--- src/rtl/muldiv_pkg.sv ---
// Package: muldiv_pkg
// Shared constants, sign-mode codes, FSM state type and small helpers for the
// iterative RV64M multiply/divide unit.
//  XLEN          operand/result width (W-variants use the low XLEN/2 bits)
//  SGN_*         sign-mode codes carried on io_*_signed
//  ITER_D/ITER_W iteration counts for full-width and W operations
//  state_e       per-engine FSM state {IDLE, BUSY, DONE}
package muldiv_pkg;

  localparam int XLEN   = 64;
  localparam int HALF   = XLEN / 2;
  localparam int ITER_D = 64;
  localparam int ITER_W = 32;
  localparam int CNT_W  = $clog2(ITER_D);

  localparam logic [1:0] SGN_SS = 2'b11;
  localparam logic [1:0] SGN_SU = 2'b10;
  localparam logic [1:0] SGN_UU = 2'b00;

  typedef enum logic [1:0] {
    IDLE = 2'd0,
    BUSY = 2'd1,
    DONE = 2'd2
  } state_e;

  // Sign-extend the low half of a word to full width.
  function automatic logic [XLEN-1:0] sext_w(input logic [XLEN-1:0] v);
    return {{HALF{v[HALF-1]}}, v[HALF-1:0]};
  endfunction

  // Counter value seen during the final BUSY iteration.
  function automatic logic [CNT_W-1:0] last_cnt(input logic w);
    return w ? CNT_W'(ITER_W - 1) : CNT_W'(ITER_D - 1);
  endfunction

endpackage

--- src/rtl/muldiv_if.sv ---
// Interface: muldiv_if
// Request/response bundle between the EXU and muldiv_iter_unit.
//  io_flush            abort both engines
//  io_mul_*            multiply request (valid/w/signed/a/b) and response
//                      (ready/out_vld/res_h/res_l)
//  io_div_*            divide request (valid/w/signed/dend/dsor) and response
//                      (ready/out_vld/quot/rem)
// Modports: master = EXU side, slave = compute unit side.
interface muldiv_if;
  import muldiv_pkg::*;

  logic            io_flush;

  logic            io_mul_valid;
  logic            io_mul_w;
  logic [1:0]      io_mul_signed;
  logic [XLEN-1:0] io_mul_a;
  logic [XLEN-1:0] io_mul_b;
  logic            io_mul_ready;
  logic            io_mul_out_vld;
  logic [XLEN-1:0] io_mul_res_h;
  logic [XLEN-1:0] io_mul_res_l;

  logic            io_div_valid;
  logic            io_div_w;
  logic [1:0]      io_div_signed;
  logic [XLEN-1:0] io_div_dend;
  logic [XLEN-1:0] io_div_dsor;
  logic            io_div_ready;
  logic            io_div_out_vld;
  logic [XLEN-1:0] io_div_quot;
  logic [XLEN-1:0] io_div_rem;

  modport master (
    output io_flush,
    output io_mul_valid, io_mul_w, io_mul_signed, io_mul_a, io_mul_b,
    input  io_mul_ready, io_mul_out_vld, io_mul_res_h, io_mul_res_l,
    output io_div_valid, io_div_w, io_div_signed, io_div_dend, io_div_dsor,
    input  io_div_ready, io_div_out_vld, io_div_quot, io_div_rem
  );

  modport slave (
    input  io_flush,
    input  io_mul_valid, io_mul_w, io_mul_signed, io_mul_a, io_mul_b,
    output io_mul_ready, io_mul_out_vld, io_mul_res_h, io_mul_res_l,
    input  io_div_valid, io_div_w, io_div_signed, io_div_dend, io_div_dsor,
    output io_div_ready, io_div_out_vld, io_div_quot, io_div_rem
  );

endinterface

--- src/rtl/muldiv_divider.sv ---
// Module: muldiv_divider
// Iterative restoring radix-2 divider on operand magnitudes, one quotient bit
// per cycle, with RV64M sign fix-up and divide-by-zero handling.
//  clock, reset   rising-edge clock, synchronous active-high reset
//  flush          abort to IDLE, results untouched
//  req_*          request (valid, w, signed mode, dividend, divisor)
//  ready/out_vld  IDLE indicator / one-cycle DONE pulse
//  quot/rem       registered results, held until the next DONE
// Build option: MULDIV_EARLY_OUT_EN makes a zero divisor skip BUSY.
module muldiv_divider
  import muldiv_pkg::*;
(
  input  logic            clock,
  input  logic            reset,
  input  logic            flush,
  input  logic            req_valid,
  input  logic            req_w,
  input  logic [1:0]      req_signed,
  input  logic [XLEN-1:0] req_dend,
  input  logic [XLEN-1:0] req_dsor,
  output logic            ready,
  output logic            out_vld,
  output logic [XLEN-1:0] quot,
  output logic [XLEN-1:0] rem
);

  state_e          state_q, state_d;
  logic            accept;
  logic            dend_neg, dsor_neg;
  logic [XLEN-1:0] dend_val, dsor_val, dend_mag, dsor_mag;

  logic [XLEN-1:0] rem_q, quot_q, dsor_q;
  logic            quot_neg_q, rem_neg_q, dz_q, w_q;
  logic [CNT_W-1:0] cnt_q;

  logic [XLEN:0]   shifted, diff;
  logic            ge, last;
  logic [XLEN-1:0] rem_nxt, quot_nxt, quot_s, rem_s, quot_fin, rem_fin;
  logic [XLEN-1:0] quot_r, rem_r;

  assign accept = req_valid && (state_q == IDLE) && !flush;
  assign ready  = (state_q == IDLE);
  assign out_vld = (state_q == DONE);
  assign quot   = quot_r;
  assign rem    = rem_r;

  // W operands are sign- or zero-extended from bit 31 before taking magnitudes.
  always_comb begin
    dend_neg = (req_signed == SGN_SS) && (req_w ? req_dend[HALF-1] : req_dend[XLEN-1]);
    dsor_neg = (req_signed == SGN_SS) && (req_w ? req_dsor[HALF-1] : req_dsor[XLEN-1]);
    dend_val = req_w ? {{HALF{dend_neg}}, req_dend[HALF-1:0]} : req_dend;
    dsor_val = req_w ? {{HALF{dsor_neg}}, req_dsor[HALF-1:0]} : req_dsor;
    dend_mag = dend_neg ? -dend_val : dend_val;
    dsor_mag = dsor_neg ? -dsor_val : dsor_val;
  end

  // One restoring step. rem_q < divisor keeps the shifted value within XLEN+1
  // bits, so diff[XLEN] is a borrow flag. With a zero divisor every step
  // subtracts nothing, rem collects the dividend magnitude and only the
  // quotient needs overriding. min / -1 needs no special case: |min| / 1
  // negated is min again and the remainder is 0.
  always_comb begin
    shifted  = {rem_q, quot_q[XLEN-1]};
    diff     = shifted - {1'b0, dsor_q};
    ge       = !diff[XLEN];
    rem_nxt  = ge ? diff[XLEN-1:0] : shifted[XLEN-1:0];
    quot_nxt = {quot_q[XLEN-2:0], ge};
    last     = (cnt_q == last_cnt(w_q));
    quot_s   = dz_q ? '1 : (quot_neg_q ? -quot_nxt : quot_nxt);
    rem_s    = rem_neg_q ? -rem_nxt : rem_nxt;
    quot_fin = w_q ? sext_w(quot_s) : quot_s;
    rem_fin  = w_q ? sext_w(rem_s) : rem_s;
  end

  always_comb begin
    state_d = state_q;
    unique case (state_q)
      IDLE: begin
        if (accept) begin
`ifdef MULDIV_EARLY_OUT_EN
          state_d = (dsor_val == '0) ? DONE : BUSY;
`else
          state_d = BUSY;
`endif
        end
      end
      BUSY:    if (last) state_d = DONE;
      DONE:    state_d = IDLE;
      default: state_d = IDLE;
    endcase
    if (flush) state_d = IDLE;
  end

  always_ff @(posedge clock) begin
    if (reset) state_q <= IDLE;
    else       state_q <= state_d;
  end

  always_ff @(posedge clock) begin
    if (accept) begin
      // W dividends are parked in the top half so 32 shifts consume them.
      quot_q     <= req_w ? {dend_mag[HALF-1:0], {HALF{1'b0}}} : dend_mag;
      rem_q      <= '0;
      dsor_q     <= dsor_mag;
      quot_neg_q <= dend_neg ^ dsor_neg;
      rem_neg_q  <= dend_neg;
      dz_q       <= (dsor_val == '0);
      w_q        <= req_w;
      cnt_q      <= '0;
    end else if (state_q == BUSY) begin
      quot_q <= quot_nxt;
      rem_q  <= rem_nxt;
      cnt_q  <= cnt_q + 1'b1;
    end
  end

  always_ff @(posedge clock) begin
    if (reset) begin
      quot_r <= '0;
      rem_r  <= '0;
    end else if ((state_q == BUSY) && last && !flush) begin
      quot_r <= quot_fin;
      rem_r  <= rem_fin;
    end
`ifdef MULDIV_EARLY_OUT_EN
    else if (accept && (dsor_val == '0)) begin
      quot_r <= '1;
      rem_r  <= req_w ? sext_w(req_dend) : req_dend;
    end
`endif
  end

endmodule

--- src/rtl/muldiv_iter_unit.sv ---
// Module: muldiv_iter_unit
// Iterative RV64M multiply and divide engines side by side. Each engine has
// its own valid/ready request and a one-cycle out_vld completion pulse; the
// EXU keeps result muxing and stall control.
//  clock  rising-edge clock
//  reset  synchronous, active-high; both engines IDLE, results cleared
//  bus    muldiv_if.slave: io_flush, io_mul_* and io_div_* request/response
// Build option: MULDIV_EARLY_OUT_EN lets a multiply with a zero operand or a
// divide by zero finish one cycle after accept instead of iterating.
// The shift-add multiplier lives here; the divider is muldiv_divider.
module muldiv_iter_unit
  import muldiv_pkg::*;
(
  input  logic     clock,
  input  logic     reset,
  muldiv_if.slave  bus
);

  state_e            mul_state_q, mul_state_d;
  logic              mul_accept;
  logic              a_neg, b_neg;
  logic [XLEN-1:0]   a_val, b_val, a_mag, b_mag;

  logic [2*XLEN-1:0] mul_prod_q;
  logic [XLEN-1:0]   mul_mcand_q;
  logic              mul_neg_q, mul_w_q;
  logic [CNT_W-1:0]  mul_cnt_q;

  logic [XLEN:0]     mul_sum;
  logic [2*XLEN-1:0] mul_prod_nxt, mul_full, mul_sgnd;
  logic [XLEN-1:0]   res_l_nxt, res_h_nxt;
  logic              mul_last;
  logic [XLEN-1:0]   mul_res_l_q, mul_res_h_q;

  assign mul_accept         = bus.io_mul_valid && (mul_state_q == IDLE) && !bus.io_flush;
  assign bus.io_mul_ready   = (mul_state_q == IDLE);
  assign bus.io_mul_out_vld = (mul_state_q == DONE);
  assign bus.io_mul_res_l   = mul_res_l_q;
  assign bus.io_mul_res_h   = mul_res_h_q;

  // Mode 10 signs only a; mode 01 falls through as unsigned.
  // NOTE: every always_comb output gets a value on every path (defaults or
  // full if/else coverage); a missed path would infer a latch.
  always_comb begin
    a_neg = ((bus.io_mul_signed == SGN_SS) || (bus.io_mul_signed == SGN_SU)) &&
            (bus.io_mul_w ? bus.io_mul_a[HALF-1] : bus.io_mul_a[XLEN-1]);
    b_neg = (bus.io_mul_signed == SGN_SS) &&
            (bus.io_mul_w ? bus.io_mul_b[HALF-1] : bus.io_mul_b[XLEN-1]);
    a_val = bus.io_mul_w ? {{HALF{a_neg}}, bus.io_mul_a[HALF-1:0]} : bus.io_mul_a;
    b_val = bus.io_mul_w ? {{HALF{b_neg}}, bus.io_mul_b[HALF-1:0]} : bus.io_mul_b;
    a_mag = a_neg ? -a_val : a_val;
    b_mag = b_neg ? -b_val : b_val;
  end

  // Shift-add step on {acc, multiplier}. A W multiplier fits in 32 bits, so
  // after 32 steps the product sits 32 bits above the bottom of the register.
  always_comb begin
    mul_sum      = {1'b0, mul_prod_q[2*XLEN-1:XLEN]} +
                   (mul_prod_q[0] ? {1'b0, mul_mcand_q} : '0);
    mul_prod_nxt = {mul_sum, mul_prod_q[XLEN-1:1]};
    mul_full     = mul_w_q ? {{XLEN{1'b0}}, mul_prod_nxt[XLEN+HALF-1:HALF]} : mul_prod_nxt;
    mul_sgnd     = mul_neg_q ? -mul_full : mul_full;
    res_l_nxt    = mul_w_q ? sext_w(mul_sgnd[XLEN-1:0]) : mul_sgnd[XLEN-1:0];
    res_h_nxt    = mul_w_q ? {XLEN{mul_sgnd[HALF-1]}} : mul_sgnd[2*XLEN-1:XLEN];
    mul_last     = (mul_cnt_q == last_cnt(mul_w_q));
  end

  always_comb begin
    mul_state_d = mul_state_q;
    unique case (mul_state_q)
      IDLE: begin
        if (mul_accept) begin
`ifdef MULDIV_EARLY_OUT_EN
          mul_state_d = ((a_val == '0) || (b_val == '0)) ? DONE : BUSY;
`else
          mul_state_d = BUSY;
`endif
        end
      end
      BUSY:    if (mul_last) mul_state_d = DONE;
      DONE:    mul_state_d = IDLE;
      default: mul_state_d = IDLE;
    endcase
    // Flush wins over everything, including a same-cycle accept.
    if (bus.io_flush) mul_state_d = IDLE;
  end

  // NOTE: state is updated with non-blocking assignments so every register
  // samples pre-edge values regardless of process order.
  always_ff @(posedge clock) begin
    if (reset) mul_state_q <= IDLE;
    else       mul_state_q <= mul_state_d;
  end

  // NOTE: the working datapath has no reset; it is fully reloaded on accept
  // and never observed outside BUSY. Only the visible results are cleared.
  always_ff @(posedge clock) begin
    if (mul_accept) begin
      mul_prod_q  <= {{XLEN{1'b0}}, b_mag};
      mul_mcand_q <= a_mag;
      mul_neg_q   <= a_neg ^ b_neg;
      mul_w_q     <= bus.io_mul_w;
      mul_cnt_q   <= '0;
    end else if (mul_state_q == BUSY) begin
      mul_prod_q <= mul_prod_nxt;
      mul_cnt_q  <= mul_cnt_q + 1'b1;
    end
  end

  always_ff @(posedge clock) begin
    if (reset) begin
      mul_res_l_q <= '0;
      mul_res_h_q <= '0;
    end else if ((mul_state_q == BUSY) && mul_last && !bus.io_flush) begin
      mul_res_l_q <= res_l_nxt;
      mul_res_h_q <= res_h_nxt;
    end
`ifdef MULDIV_EARLY_OUT_EN
    else if (mul_accept && ((a_val == '0) || (b_val == '0))) begin
      mul_res_l_q <= '0;
      mul_res_h_q <= '0;
    end
`endif
  end

  muldiv_divider u_divider (
    .clock      (clock),
    .reset      (reset),
    .flush      (bus.io_flush),
    .req_valid  (bus.io_div_valid),
    .req_w      (bus.io_div_w),
    .req_signed (bus.io_div_signed),
    .req_dend   (bus.io_div_dend),
    .req_dsor   (bus.io_div_dsor),
    .ready      (bus.io_div_ready),
    .out_vld    (bus.io_div_out_vld),
    .quot       (bus.io_div_quot),
    .rem        (bus.io_div_rem)
  );

endmodule

--- src/flat_wrapper.sv ---
// flat-port wrapper written by rule: the top's interface ports become plain ports
module muldiv_iter_unit_flat import muldiv_pkg::*;
  (clock, reset, bus_io_flush, bus_io_mul_valid, bus_io_mul_w, bus_io_mul_signed, bus_io_mul_a, bus_io_mul_b, bus_io_mul_ready, bus_io_mul_out_vld, bus_io_mul_res_h, bus_io_mul_res_l, bus_io_div_valid, bus_io_div_w, bus_io_div_signed, bus_io_div_dend, bus_io_div_dsor, bus_io_div_ready, bus_io_div_out_vld, bus_io_div_quot, bus_io_div_rem);
  muldiv_if bus_i ();
  input  logic clock;
  input  logic reset;
  input wire logic [$bits(bus_i.io_flush)-1:0] bus_io_flush;
  input wire logic [$bits(bus_i.io_mul_valid)-1:0] bus_io_mul_valid;
  input wire logic [$bits(bus_i.io_mul_w)-1:0] bus_io_mul_w;
  input wire logic [$bits(bus_i.io_mul_signed)-1:0] bus_io_mul_signed;
  input wire logic [$bits(bus_i.io_mul_a)-1:0] bus_io_mul_a;
  input wire logic [$bits(bus_i.io_mul_b)-1:0] bus_io_mul_b;
  output wire logic [$bits(bus_i.io_mul_ready)-1:0] bus_io_mul_ready;
  output wire logic [$bits(bus_i.io_mul_out_vld)-1:0] bus_io_mul_out_vld;
  output wire logic [$bits(bus_i.io_mul_res_h)-1:0] bus_io_mul_res_h;
  output wire logic [$bits(bus_i.io_mul_res_l)-1:0] bus_io_mul_res_l;
  input wire logic [$bits(bus_i.io_div_valid)-1:0] bus_io_div_valid;
  input wire logic [$bits(bus_i.io_div_w)-1:0] bus_io_div_w;
  input wire logic [$bits(bus_i.io_div_signed)-1:0] bus_io_div_signed;
  input wire logic [$bits(bus_i.io_div_dend)-1:0] bus_io_div_dend;
  input wire logic [$bits(bus_i.io_div_dsor)-1:0] bus_io_div_dsor;
  output wire logic [$bits(bus_i.io_div_ready)-1:0] bus_io_div_ready;
  output wire logic [$bits(bus_i.io_div_out_vld)-1:0] bus_io_div_out_vld;
  output wire logic [$bits(bus_i.io_div_quot)-1:0] bus_io_div_quot;
  output wire logic [$bits(bus_i.io_div_rem)-1:0] bus_io_div_rem;
  assign bus_i.io_flush = bus_io_flush;
  assign bus_i.io_mul_valid = bus_io_mul_valid;
  assign bus_i.io_mul_w = bus_io_mul_w;
  assign bus_i.io_mul_signed = bus_io_mul_signed;
  assign bus_i.io_mul_a = bus_io_mul_a;
  assign bus_i.io_mul_b = bus_io_mul_b;
  assign bus_io_mul_ready = bus_i.io_mul_ready;
  assign bus_io_mul_out_vld = bus_i.io_mul_out_vld;
  assign bus_io_mul_res_h = bus_i.io_mul_res_h;
  assign bus_io_mul_res_l = bus_i.io_mul_res_l;
  assign bus_i.io_div_valid = bus_io_div_valid;
  assign bus_i.io_div_w = bus_io_div_w;
  assign bus_i.io_div_signed = bus_io_div_signed;
  assign bus_i.io_div_dend = bus_io_div_dend;
  assign bus_i.io_div_dsor = bus_io_div_dsor;
  assign bus_io_div_ready = bus_i.io_div_ready;
  assign bus_io_div_out_vld = bus_i.io_div_out_vld;
  assign bus_io_div_quot = bus_i.io_div_quot;
  assign bus_io_div_rem = bus_i.io_div_rem;
  muldiv_iter_unit u_core (.clock(clock), .reset(reset), .bus(bus_i));
endmodule
--- config.mk ---
export PLATFORM = sky130hd
export DESIGN_NAME = muldiv_iter_unit_flat
export DESIGN_NICKNAME = d
export VERILOG_FILES = /design/src/rtl/muldiv_pkg.sv /design/src/rtl/muldiv_if.sv /design/src/rtl/muldiv_divider.sv /design/src/rtl/muldiv_iter_unit.sv /design/src/flat_wrapper.sv
export SDC_FILE = /design/constraint.sdc
export NUM_CORES = 2
export LEC_CHECK = 0
export CAP_MARGIN = 20
export CORE_MARGIN = 2
export CORE_UTILIZATION = 35
export CTS_CLUSTER_SIZE = 10
export DETAILED_ROUTE_END_ITERATION = 7
export GPL_ROUTABILITY_DRIVEN = 0
export HOLD_SLACK_MARGIN = 0.12
export PLACE_DENSITY = 0.64
export SYNTH_ARGS = -nofsm -noshare
export SYNTH_HDL_FRONTEND = slang
export SYNTH_HIERARCHICAL = 1
export SYNTH_SLANG_ARGS = --single-unit
--- constraint.sdc ---
create_clock -name clock -period 6.1 [get_ports clock]
set_input_delay 1.525 -clock clock [delete_from_list [all_inputs] [get_ports clock]]
set_output_delay 1.525 -clock clock [all_outputs]
set_load 0.05 [all_outputs]
==> flow_metrics.env <==
export IMPL_cts_sinks=662
export IMPL_drive_gt1_share_pct=6.074
export IMPL_slew_viol_final=0
export IMPL_critical_path_max_stage_delay_ps=770
export IMPL_max_freq_mhz=171.1
export IMPL_hold_path_class="reg2reg"
export IMPL_power_frac_seq_pct=38.6
export IMPL_power_w=0.01289
export IMPL_startpoint="u_core/mul_prod_q[0]"
export IMPL_rsz0062_at_grt="false"
export IMPL_regToRegSetupSlack_ps=250
export IMPL_grt_pass1_vias=48120
export IMPL_final_util_pct=42.43
export IMPL_use_met2_pct=39.29
export IMPL_synthCells=6420
export IMPL_final_nets=7207
export IMPL_die_w_microns=381.1
export IMPL_via_per_inst=5.994
export IMPL_syn_to_final_growth_pct=20.53
export IMPL_die_height_microns=381.1
export IMPL_drtIter0Drc=6628
export IMPL_final_cell_mix="814 x nand2_1, 612 x o21ai_0, 578 x nor2_1"
export IMPL_async_flop_share_pct=0
export IMPL_antenna_found_initial=22
export IMPL_seq_area_frac_synth_pct=31.89
export IMPL_mostFrequentLayoutCell="nand2_1"
export IMPL_crit_chain="clkbuf_4, and2_1, ha_1, a21oi_1, o21ai_0, o21ai_0, a41oi_1, xnor2_1, and2_1, nor2b_1, a21oi_1, o31ai_1, xor2_1, a21oi_1"
export IMPL_cts_tree="done"
export IMPL_synthesis_area_sq_mm=0.04978
export IMPL_ys_ff_latch=662
export IMPL_grt_pass1_wl_mm=297.8
export IMPL_static_leakage_power_nw=21.46
export IMPL_insertion_delay_ps=740
export IMPL_hold_start="u_core/bus.io_mul_res_h[41]"
export IMPL_core_area_sq_mm=0.1414
export IMPL_sw_frac_of_total_pct=31.83
export IMPL_initial_core_util_pct=35.20
export IMPL_synth_edff_count=262
export IMPL_path_class="reg2reg"
export IMPL_cp_required_ps=6680
export IMPL_syn_nets=6826
export IMPL_p_comb_share_pct=22.3
export IMPL_fin_cells=8769
export IMPL_via_count=52570
export IMPL_numPortBuffers=526
export IMPL_critPathMaxFanout=13
export IMPL_grt_total_usage_pct=26.19
export IMPL_wl_mm=200.3
export IMPL_io_pins=527
export IMPL_ir_worst_vdd_v=0.0001823
export IMPL_drt_first_pass_iters=8
export IMPL_hold_viol=0
export IMPL_violations="DRC"
export IMPL_ys_flop_type="dfxtp_1"
export IMPL_min_period_over_period_pct=95.84
export IMPL_setup_viol=0
export IMPL_worst_slew_pin_slew_ps=1078
export IMPL_busiest_layer="met2"
export IMPL_die_area_sq_mm=0.1453
export IMPL_tns_ps=0
export IMPL_timing_max_cap_violations=0
export IMPL_power_internal_w=0.008789
export IMPL_status="finished, violations left"
export IMPL_critPathBufInv=1
export IMPL_drc_errors=1
export IMPL_min_period_ps=5846
export IMPL_yosysWarnings=6
export IMPL_critPathLaunchType="flip-flop"
export IMPL_path_clk_slew_ps=60
export IMPL_timing_rr_start="u_core/mul_prod_q[0]"
export IMPL_cts_buffers=84
export IMPL_synth_distinct_cells=129
export IMPL_power_density_mw_per_mm2=214.9
export IMPL_met3_usage_pct=5.407
export IMPL_power_switching_w=0.004104
export IMPL_syn_area_per_cell_sq_um=7.754
export IMPL_slew_headroom_pct=27.45
export IMPL_finClkSkew_ps=50.20
export IMPL_dp_hpwl_mm=155.1
export IMPL_cts_root_buf="clkbuf_16"
export IMPL_slowest_stage="xnor2_1"
export IMPL_antenna_left=0
export IMPL_p_clk_share_pct=39.1
export IMPL_h_tree_depth=3
export IMPL_cp_end_kind="flip-flop"
export IMPL_post_place_cells=8602
export IMPL_path_delay_family="compound AO/OA/AOI/OAI gates"
export IMPL_wl_per_cell_microns=22.85
export IMPL_use_met1_pct=35.76
export IMPL_rows=138
export IMPL_grt_overflow_total=0
export IMPL_path_common_cell="a21oi_1"
export IMPL_crit_arrival_ps=6420
export IMPL_grt_max_degree=127
export IMPL_clock_path_buffers=3
worst reg2reg max path: cells and delay by family (launching register included):
family	cells	cell delay, ps
compound gates	7	2380
xor+xnor	2	1190
simple gates	3	880
flops	1	590
fa+ha+maj	1	390
buf+inv	1	290
cell type report:
class                      instances  area, sq um
sequential                       662        15880
multi-input combinational       5230        31930
clock buffer                     133         2450
fill                           14150        81410
antenna                           14        35.03
clock inverter                    17        306.5
timing repair buffer             680         6502
inverter                         143        539.3
tap                             1890         2365
timing repair:
action	CTS	global route
setup endpoints to repair	0	8
setup buffers	0	1
resized for setup	0	3
hold buffers	0	0
endpoints found under the hold margin	0	0
cells in the mapped netlist, drive strengths merged, types with 45 or more instances:
library cell	n	share of area, %
a211oi	64	1.0
a21o	58	0.87
a21oi	586	6.0
a22o	45	0.79
a31oi	68	0.87
and2	96	1.2
and3	47	0.59
buf	84	0.84
clkbuf	301	2.3
dfxtp	400	16
edfxtp	262	16
ha	137	3.4
inv	142	1.1
mux2i	86	1.7
nand2	814	6.1
nand3	93	0.97
nand4	105	1.3
nor2	580	4.4
nor3	242	2.5
nor4	100	1.3
o211ai	61	0.96
o21a	53	0.80
o21ai	659	6.6
o22ai	50	0.63
o31ai	109	1.7
or3	111	1.4
or4	53	0.84
xnor2	297	5.2
xor2	212	3.8
metal layers:
layer	vias up	wire, microns
li1	24390	-
met1	24450	82860
met2	3205	85160
met3	515	22140
met4	6	10140
met5	-	45
sequential cells by signal, indices dropped and copies added (netlist names), 2 cells and up:
signal / cells
u_core/mul_mcand_q: 64
u_core/mul_state_q: 2
u_core/bus.io_mul_res_l: 64
u_core/mul_cnt_q: 6
u_core/mul_prod_q: 128
u_core/u_divider/quot_q: 64
u_core/u_divider/cnt_q: 6
u_core/u_divider/rem_q: 64
u_core/u_divider/rem: 64
u_core/u_divider/quot: 64
u_core/u_divider/dsor_q: 64
u_core/bus.io_mul_res_h: 64
u_core/u_divider/state_q: 2
power by group through the flow:
stage / clock network [W] / registers [W] / logic (W)
2_1_floorplan: 0 / 0.00499 / 0.00176
3_3_place_gp: 0 / 0.00506 / 0.00274
3_5_place_dp: 0 / 0.00506 / 0.00276
4_1_cts: 0.00514 / 0.00497 / 0.00277
5_1_grt: 0.00529 / 0.00499 / 0.00307
6_report: 0.00504 / 0.00498 / 0.00287
stage by stage:
stage               hold slack [ps]  setup WS [ps]  area [sq um]
global placement              428.3          133.7         57140
finish                        437.4          253.9         60000
CTS                           439.0          281.8         59890
floorplan                     431.5          94.92         49790
global route                  453.6          56.48         60000
detailed placement            430.6          81.45         57140
final timing paths:
check                                end  cells past startpoint
max          u_core/bus.io_mul_res_h[47]                     14
min          u_core/bus.io_mul_res_h[41]                      2
max reg2reg  u_core/bus.io_mul_res_h[47]                     14
min reg2reg  u_core/bus.io_mul_res_h[41]                      2
cells by family after synthesis:
| family | synth area share (%) |
|---|---|
| and+or+nand+nor | 23.58 |
| AOI/OAI and AO/OA | 25.83 |
| DFF | 31.89 |
| buffers and inverters | 4.185 |
| xor gates and xnor gates | 8.993 |
| adders and majority gates | 3.524 |
| muxes | 2.001 |
No activity file was read; power rests on OpenSTA's default activity.
